$ cat config.mk
export PLATFORM = sky130hd
export DESIGN_NAME = cas_player
export DESIGN_NICKNAME = d
export VERILOG_FILES = /design/src/rtl/cas_player.sv
export SDC_FILE = /design/constraint.sdc
export NUM_CORES = 1
export LEC_CHECK = 0
export CORE_ASPECT_RATIO = 0.75
export CORE_UTILIZATION = 45
export CTS_CLUSTER_DIAMETER = 120
export DETAILED_ROUTE_END_ITERATION = 7
export PLACE_DENSITY = 0.68
export SLEW_MARGIN = 15
export SYNTH_ARGS = -nofsm -noshare
export SYNTH_HDL_FRONTEND = slang
export SYNTH_SLANG_ARGS = --single-unit
$ cat constraint.sdc
create_clock -name clk_sys -period 2.9 [get_ports clk_sys]
set_clock_uncertainty 0.15 [all_clocks]
set_input_delay 0.58 -clock clk_sys [delete_from_list [all_inputs] [get_ports clk_sys]]
set_output_delay 0.58 -clock clk_sys [all_outputs]
set_load 0.01 [all_outputs]
$ cat src/rtl/cas_player.sv
// rtl/cas_player.sv - CAS image playback engine driving the Level II 500-baud cassette-input bit
// Optional motor gating of playback timing: define CAS_PLAYER_MOTOR_GATE_EN.
module cas_player #(
    parameter int CELL_TICKS  = 3548,
    parameter int HALF_TICKS  = 1774,
    parameter int PULSE_TICKS = 200
) (
    input  logic        clk_sys,
    input  logic        reset,
    input  logic        cpu_ce,
    input  logic        start,
    input  logic        motor,
    input  logic [15:0] cas_size,
    output logic        rd_req,
    output logic [15:0] rd_addr,
    input  logic [7:0]  rd_data,
    input  logic        rd_ack,
    output logic        cas_bit,
    output logic        busy,
    output logic        done
);
    localparam int TW = $clog2(CELL_TICKS);
    localparam logic [TW-1:0] T_CLK_END  = TW'(PULSE_TICKS - 1);
    localparam logic [TW-1:0] T_GAP1_END = TW'(HALF_TICKS - 1);
    localparam logic [TW-1:0] T_DATA_END = TW'(HALF_TICKS + PULSE_TICKS - 1);
    localparam logic [TW-1:0] T_CELL_END = TW'(CELL_TICKS - 1);

    typedef enum logic [2:0] {IDLE, PRIME, CLK_PULSE, GAP1, DATA_PULSE, GAP2, DONE} state_t;

    state_t        state;
    logic [TW-1:0] tick;
    logic [2:0]    bit_idx;
    logic [7:0]    shreg;
    logic [7:0]    pf_reg;
    logic          pf_valid;
    logic          pf_needed;
    logic          stall;
    logic [15:0]   ptr;
    logic [15:0]   len;
    logic          run;
    logic          in_cell;
    logic          tick_en;
    logic          ack_ok;
    logic          cur_level;

`ifdef CAS_PLAYER_MOTOR_GATE_EN
    assign run = motor;
`else
    logic unused_motor;
    assign unused_motor = motor;
    assign run = 1'b1;
`endif

    assign in_cell   = (state == CLK_PULSE) || (state == GAP1) ||
                       (state == DATA_PULSE) || (state == GAP2);
    assign tick_en   = cpu_ce && run && in_cell && !stall;
    assign ack_ok    = rd_ack && rd_req;
    // Level the current state asks for when no threshold is crossed this cycle.
    assign cur_level = ((state == CLK_PULSE) && !stall) || ((state == DATA_PULSE) && shreg[7]);

    always_ff @(posedge clk_sys) begin
        if (reset) begin
            state     <= IDLE;
            tick      <= '0;
            bit_idx   <= '0;
            shreg     <= '0;
            pf_reg    <= '0;
            pf_valid  <= 1'b0;
            pf_needed <= 1'b0;
            stall     <= 1'b0;
            ptr       <= '0;
            len       <= '0;
            rd_req    <= 1'b0;
            rd_addr   <= '0;
            cas_bit   <= 1'b0;
            busy      <= 1'b0;
            done      <= 1'b0;
        end else if (start) begin
            len       <= cas_size;
            ptr       <= '0;
            tick      <= '0;
            pf_valid  <= 1'b0;
            pf_needed <= 1'b0;
            stall     <= 1'b0;
            rd_req    <= 1'b0;
            cas_bit   <= 1'b0;
            if (cas_size == 16'd0) begin
                state <= DONE;
                busy  <= 1'b0;
                done  <= 1'b1;
            end else begin
                state <= PRIME;
                busy  <= 1'b1;
                done  <= 1'b0;
            end
        end else begin
            cas_bit <= cur_level && run;

            if (ack_ok) begin
                rd_req <= 1'b0;
                ptr    <= ptr + 16'd1;
                if (state == PRIME) begin
                    shreg     <= rd_data;
                    bit_idx   <= 3'd7;
                    tick      <= '0;
                    state     <= CLK_PULSE;
                    cas_bit   <= run;
                    pf_needed <= 1'b1;
                end else begin
                    pf_reg   <= rd_data;
                    pf_valid <= 1'b1;
                end
            end else if (!rd_req && state == PRIME) begin
                rd_req  <= 1'b1;
                rd_addr <= ptr;
            end else if (!rd_req && pf_needed && in_cell) begin
                pf_needed <= 1'b0;
                if (ptr < len) begin
                    rd_req  <= 1'b1;
                    rd_addr <= ptr;
                end
            end

            // A starved byte boundary parks in CLK_PULSE at tick 0 with the line low.
            if (stall) begin
                if (pf_valid) begin
                    shreg     <= pf_reg;
                    pf_valid  <= 1'b0;
                    stall     <= 1'b0;
                    bit_idx   <= 3'd7;
                    pf_needed <= 1'b1;
                    cas_bit   <= run;
                end
            end else if (tick_en) begin
                tick <= tick + 1'b1;
                case (state)
                    CLK_PULSE: if (tick == T_CLK_END) begin
                        state   <= GAP1;
                        cas_bit <= 1'b0;
                    end
                    GAP1: if (tick == T_GAP1_END) begin
                        state   <= DATA_PULSE;
                        cas_bit <= shreg[7];
                    end
                    DATA_PULSE: if (tick == T_DATA_END) begin
                        state   <= GAP2;
                        cas_bit <= 1'b0;
                    end
                    GAP2: if (tick == T_CELL_END) begin
                        tick <= '0;
                        if (bit_idx != 3'd0) begin
                            bit_idx <= bit_idx - 3'd1;
                            shreg   <= {shreg[6:0], 1'b0};
                            state   <= CLK_PULSE;
                            cas_bit <= 1'b1;
                        end else if (pf_valid) begin
                            shreg     <= pf_reg;
                            pf_valid  <= 1'b0;
                            bit_idx   <= 3'd7;
                            pf_needed <= 1'b1;
                            state     <= CLK_PULSE;
                            cas_bit   <= 1'b1;
                        end else if (ptr == len && !rd_req) begin
                            state   <= DONE;
                            busy    <= 1'b0;
                            done    <= 1'b1;
                            cas_bit <= 1'b0;
                        end else begin
                            state   <= CLK_PULSE;
                            stall   <= 1'b1;
                            cas_bit <= 1'b0;
                        end
                    end
                    default: ;
                endcase
            end
        end
    end
endmodule

==> results.yml, run 1 <==
floorplan:
  design.core.area_sq_um: 10900
  rows: 33
  ioPinCount: 50
  dieHeight_um: 93.63
  die_w_um: 124.2
  start_util_pct: 46.21
  die_area_sq_um: 11630
power_and_ir_drop:
  finalPower_w: 0.002929
  p_per_area_nw_per_um2: 489.5
  ir_worst_vdd_uv: 246.7
  leakage_nw: 2.112
clock_tree:
  cts_hold_buf: 0
  cts_buffers: 9
  cts-root-buf: "clkbuf_16"
  clock_sinks: 89
  clk_pin_slew_ns: 0.07
  ctsLongestPathBuffers: 2
  cts_resized: 0
  htreeDepth: 3
  post_cts_buffers: 0
  tritoncts: "done"
  clock_latency_ns: 0.34
placed_design:
  port_buffers: 48
  place_congestion: 0.9048
  place_hpwl_um: 8827
finish:
  regArea_sq_um: 1782
  nets: 681
  fillers: 1007
  largestRegisters: "len x16, ptr x16, rd_addr x16"
  drive_above_1_share_pct: 8.346
  diodes: 0
  multiInputGateArea_sq_um: 2968
  area.growth.synth_to_final_pct: 18.78
worst_setup_path:
  r2r_start: "tick[0]$_SDFF_PP0_"
  slowest_delay_ns: 0.58
  cp_slowest_cell: "or4_4"
  path_cells: "ha_1 -> nand4b_4 -> or4_4 -> or2_1 -> a22oi_1 -> a311oi_1"
  crit_fanout: 11
  cp-end-kind: "flop"
  startpoint: "tick[0]$_SDFF_PP0_"
  ff2ff_setup_slack_ns: 0.31
  crit_path_start_kind: "flop"
  cp.arrival_ns: 2.65
  crit_type: "reg2reg"
  reg2reg_depth: 6
  r2r_end: "shreg[4]$_SDFFE_PP0N_"
  critical_path_required_ns: 2.96
  endpoint: "shreg[4]$_SDFFE_PP0N_"
timing:
  slew_headroom_pct: 57.35
  fin_crit_ns: 2.590
  final-setup-viol-count: 0
  slew_violations: 0
  timing.setup.tns_ns: 0
  rsz0062_at_grt: "false"
  max_freq_ghz: 0.3862
  post-route-period-util_pct: 89.30
  tightest_slew_ns: 0.6390
  hold_viol: 0
routing:
  wl_per_cell_um: 15.98
  drt-pass1-iter-count: 5
  drt-total-wl_um: 12390
  postRouteAntennaNets: 0
  drc: 0
  viasPerCell: 5.832
  num_vias: 4520
  drtIter0Drc: 294
global_routing:
  grt_use_total_pct: 22.89
  first_global_vias: 4323
  grt_pass1_wl_um: 20850
  grt_antenna_before_repair: 0
  grt_max_degree: 44
  gr-total-overflow: 0
synth:
  synthTopCellsByCount: "89 x dfxtp_1, 74 x nor2_1, 40 x mux2i_1"
  ys_ff_latch: 89
  syn-instance-count: 594
  synthDistinctLibCells: 66
  yosysWarnings: 0
  ys_top_cells_by_area: "dfxtp_1 35%, mux2i_1 7.9%, nor2_1 5.5%"
  synth.yosys.seq_area_share_pct: 35.37
  synthArstFlopShare_pct: 0
  synth_ff_type: "dfxtp_1"
  synth_area_leader_cell: "dfxtp_1"
  yosysMostFrequentCell: "dfxtp_1"
  synth_nets: 645
  synth.avg_cell_area_sq_um: 8.480
  synth_top_area_share_pct: 35.37
  syn-cell-area_sq_um: 5037
  synth_edf_count: 0
worst_hold_path:
  hp-class: "reg2reg"
  min_path_cells: 1
outcome:
  status: "completed"
run:
  cap_violations: 0
[cell families after synthesis]
logic type / after synthesis / synth area share, %
flops: 89 / 35.37
compound gates: 130 / 18.65
fa+ha+maj: 21 / 5.216
simple gates: 230 / 24.04
mux: 42 / 8.395
xor+xnor: 15 / 2.608
buf+inv: 67 / 5.713
[stage by stage]
stage	cell area, sq um	hold WS, ns	worst slack [ns]	util (%)	instances
floorplan	5037	0.3104	0.5975	-	594
global placement	5637	0.3048	0.3521	51.71	759
detailed placement	5637	0.3072	0.3130	51.71	759
CTS	5983	0.3230	0.3199	54.89	775
global route	5983	0.3467	0.1160	54.89	775
finish	5983	0.3162	0.3104	54.89	775
[report_power, final]
group          total (W)  leakage, nW  switching [W]  internal (W)
Sequential       0.00127        0.723      0.0000229       0.00125
Clock            0.00136        0.171       0.000511      0.000850
Combinational   0.000294         1.22       0.000160      0.000134
[cells in the final DEF, fill, tap and decap left out, types with 3 or more instances in the layout]
cell             instances
xor2_1                   5
dfxtp_1                 89
clkbuf_16                9
nand2b_1                35
nand2_1                 30
nor4_1                  10
o21bai_1                 3
nor2_1                  74
bufinv_16                3
a21oi_1                 26
ha_1                    21
xnor2_1                 10
o21ai_0                 26
and3_1                   4
a31oi_1                  4
nor2b_1                  4
a311oi_1                27
a41oi_1                  6
nand4_1                  6
inv_6                    3
nand3_1                 22
inv_1                   25
buf_4                   19
mux2i_1                 40
clkdlybuf4s50_1         47
o31a_1                   3
a211oi_1                 4
or3_1                    4
a22oi_1                  8
nor3_1                  11
and2_1                   8
nor4b_1                  3
[layer usage]
| metal | track usage [%] | vias up | share of wire (%) | routed length, um |
|---|---|---|---|---|
| li1 | - | 2229 | - | - |
| met1 | 30.88 | 2132 | 48 | 5996 |
| met2 | 36.05 | 139 | 44 | 5509 |
| met3 | 4.817 | 20 | 5.6 | 696 |
| met4 | 7.540 | 0 | 1.5 | 183 |
| met5 | 0 | - | 0 | 0 |
[worst min-delay path by stage]
stage	from	end	slack, ns
after floorplan	len[10]$_SDFFE_PP0P_	len[10]$_SDFFE_PP0P_	0.31
after global placement	done$_SDFFE_PP0P_	done$_SDFFE_PP0P_	0.30
after global routing	rd_addr[13]$_SDFFE_PP0P_	rd_addr[13]$_SDFFE_PP0P_	0.35
after CTS	done$_SDFFE_PP0P_	done$_SDFFE_PP0P_	0.32
final	done$_SDFFE_PP0P_	done$_SDFFE_PP0P_	0.32
after detailed placement	done$_SDFFE_PP0P_	done$_SDFFE_PP0P_	0.31
[worst max-delay path, delay by kind of cell, from the launching register on]
family | cells | cell delay, ns
simple gates | 3 | 1.16
fa+ha+maj | 1 | 0.31
flops | 1 | 0.45
compound gates | 2 | 0.39
[area by class of cell]
cell class,instances,share of cell area [%]
flip-flops and latches,89,29.78
inverters,25,1.568
repair buffers,67,10.33
well taps,140,2.928
multi-input cells,438,49.60
clock buffers,9,3.764
clock inverters,7,2.028
No activity file was read; power rests on OpenSTA's default activity.
==> run 2: changes to the inputs <==
--- a/config.mk
+++ b/config.mk
@@ -9,6 +9,7 @@
 export CORE_UTILIZATION = 45
 export CTS_CLUSTER_DIAMETER = 120
 export DETAILED_ROUTE_END_ITERATION = 7
+export HOLD_SLACK_MARGIN = 0.1
 export PLACE_DENSITY = 0.68
 export SLEW_MARGIN = 15
 export SYNTH_ARGS = -nofsm -noshare
==> results of run 2 <==
Final layout, timing and power as in run 1 (identical DEF).
==> run 3: changes to the inputs <==
--- a/config.mk
+++ b/config.mk
@@ -6,7 +6,9 @@
 export NUM_CORES = 1
 export LEC_CHECK = 0
 export CORE_ASPECT_RATIO = 0.75
+export CORE_MARGIN = 2
 export CORE_UTILIZATION = 45
+export CTS_BUF_LIST = sky130_fd_sc_hd__clkbuf_8
 export CTS_CLUSTER_DIAMETER = 120
 export DETAILED_ROUTE_END_ITERATION = 7
 export HOLD_SLACK_MARGIN = 0.1
==> run 3 against run 2 <==
Largest cell class unchanged. Maximum frequency down 3.0%. Clock power is 28% lower. Register-to-register slack worse by 0.08 ns. Via count grew 0.15%. Sequential share of layout area rose by 0.65 points. First-iteration DRC count grew 22%. Sequential power about the same. Cell area shrank 2.1%. Clock-buffer cell count unchanged.
==> results.yml, run 3 (synthesized netlist as in run 1, its figures left out) <==
finish:
  layout_common_cells: "89 x dfxtp_1, 74 x nor2_1, 47 x clkdlybuf4s50_1"
  mostFrequentLayoutCell: "dfxtp_1"
  drive_above_1_share_pct: 8.202
  area.growth.synth_to_final_pct: 16.24
  largestRegisters: "len x16, ptr x16, rd_addr x16"
  fin_cells: 774
  nets: 680
  fillers: 1013
  diodes: 0
worst_setup_path:
  cp.arrival_ns: 2.78
  crit_path_start_kind: "flop"
  ff2ff_setup_slack_ns: 0.23
  critical_path_required_ns: 3.01
  reg2reg_depth: 6
  cp-end-kind: "flop"
  crit_type: "reg2reg"
  r2r_end: "bit_idx[0]$_SDFFE_PP0N_"
  r2r_start: "tick[0]$_SDFF_PP0_"
  crit_fanout: 6
timing:
  hold_viol: 0
  slew_violations: 0
  max_freq_ghz: 0.3744
  timing.setup.tns_ns: 0
  rsz0062_at_grt: "false"
  slew_headroom_pct: 56.70
  tightest_slew_ns: 0.6488
  post-route-period-util_pct: 92.10
  final-setup-viol-count: 0
  fin_crit_ns: 2.671
global_routing:
  grt_antenna_before_repair: 0
  grt_use_total_pct: 21.22
  first_global_vias: 4236
  grt_pass1_wl_um: 20580
  gr-total-overflow: 0
  grt_max_degree: 37
power_and_ir_drop:
  p_seq_share_pct: 50.1
  ir_worst_vdd_uv: 219.8
  pwr-share-comb_pct: 11.6
  finalPower_w: 0.002541
  p_int_w: 0.001878
  p_sw_w: 0.0006634
  leakage_nw: 2.046
  clkPwrFrac_pct: 38.3
  p_per_area_nw_per_um2: 433.9
  p_sw_share_pct: 26.11
clock_tree:
  tritoncts: "done"
  clk_pin_slew_ns: 0.09
  clock_sinks: 89
  cts_resized: 0
  post_cts_buffers: 0
  clock_latency_ns: 0.37
  htreeDepth: 3
  cts_buffers: 9
  ctsLongestPathBuffers: 2
  cts_hold_buf: 0
  cts-root-buf: "clkbuf_8"
routing:
  drt-pass1-iter-count: 5
  viasPerCell: 5.849
  postRouteAntennaNets: 0
  drtIter0Drc: 358
  drc: 0
  drt-total-wl_um: 12480
  num_vias: 4527
  wl_per_cell_um: 16.12
outcome:
  status: "completed"
floorplan:
  design.core.area_sq_um: 10900
  ioPinCount: 50
  die_w_um: 126.2
  die_area_sq_um: 12070
  dieHeight_um: 95.63
  start_util_pct: 46.21
  rows: 33
placed_design:
  place_hpwl_um: 8992
  dp.cells: 758
  port_buffers: 48
  place_congestion: 0.8695
worst_hold_path:
  hp-class: "reg2reg"
  hold_start: "done$_SDFFE_PP0P_"
  min_path_cells: 1
  holdPathEnd: "done$_SDFFE_PP0P_"
run:
  cap_violations: 0
-- run 3: cell count changes in the layout (fill, tap and decap cells not counted) --
cell,change
clkbuf_16,-9
clkbuf_8,+9
clkinv_4,+2
buf_4,-1
bufinv_16,-1
clkinv_2,-1
clkinvlp_4,+1
inv_6,-1
-- run 3: layout make-up --
cell class              count  area [sq um]  area share, %
multi-input cells         438          2968          50.68
flip-flops and latches     89          1782          30.43
repair buffers             66         610.6          10.43
well taps                 140         175.2          2.991
clock buffers               9         123.9          2.115
clock inverters             7         102.6          1.752
inverters                  25         93.84          1.603
-- run 3: per-layer routing --
metal  global-route usage (%)  share of wire [%]
met3                    4.545                6.2
met4                    5.586                1.3
met2                    34.36                 44
met5                        0                  0
met1                    28.93                 49
-- run 3: power groups by stage --
| stage | registers (W) | clock network, W | logic [W] |
|---|---|---|---|
| after floorplan | 0.00129 | 0 | 0.000192 |
| after global placement | 0.00130 | 0 | 0.000285 |
| after detailed placement | 0.00130 | 0 | 0.000292 |
| after CTS | 0.00127 | 0.000995 | 0.000292 |
| after global routing | 0.00128 | 0.00104 | 0.000323 |
| final | 0.00127 | 0.000974 | 0.000294 |
-- run 3: how the worst max path moves through the flow --
| stage | slack, ns | endpoint | depth (start not counted) | from |
|---|---|---|---|---|
| 2_1_floorplan | 0.60 | shreg[0]$_SDFFE_PP0N_ | 6 | tick[0]$_SDFF_PP0_ |
| 3_3_place_gp | 0.25 | tick[0]$_SDFF_PP0_ | 7 | rd_ack |
| 3_5_place_dp | 0.25 | tick[0]$_SDFF_PP0_ | 7 | rd_ack |
| 5_1_grt | 0.11 | bit_idx[0]$_SDFFE_PP0N_ | 6 | tick[0]$_SDFF_PP0_ |
| 4_1_cts | 0.28 | bit_idx[0]$_SDFFE_PP0N_ | 6 | tick[0]$_SDFF_PP0_ |
| 6_report | 0.23 | bit_idx[0]$_SDFFE_PP0N_ | 6 | tick[0]$_SDFF_PP0_ |
-- run 3: worst max-delay path, cell delays in order (launching register included) --
cell       delay [ns]
dfxtp_1          0.46
ha_1             0.31
nand4b_4         0.14
or4_4            0.59
nor3_1           0.51
nor4b_1          0.14
a2111oi_2        0.28
-- run 3: per-stage QoR --
stage          setup slack, ns  hold slack [ns]  area (sq um)  util (%)
6_report                0.2292           0.3248          5856     53.72
4_1_cts                 0.2796           0.3280          5856     53.72
5_1_grt                 0.1055           0.3564          5856     53.72
3_3_place_gp            0.2519           0.3081          5629     51.64
2_1_floorplan           0.5975           0.3104          5037         -
3_5_place_dp            0.2465           0.3065          5629     51.64
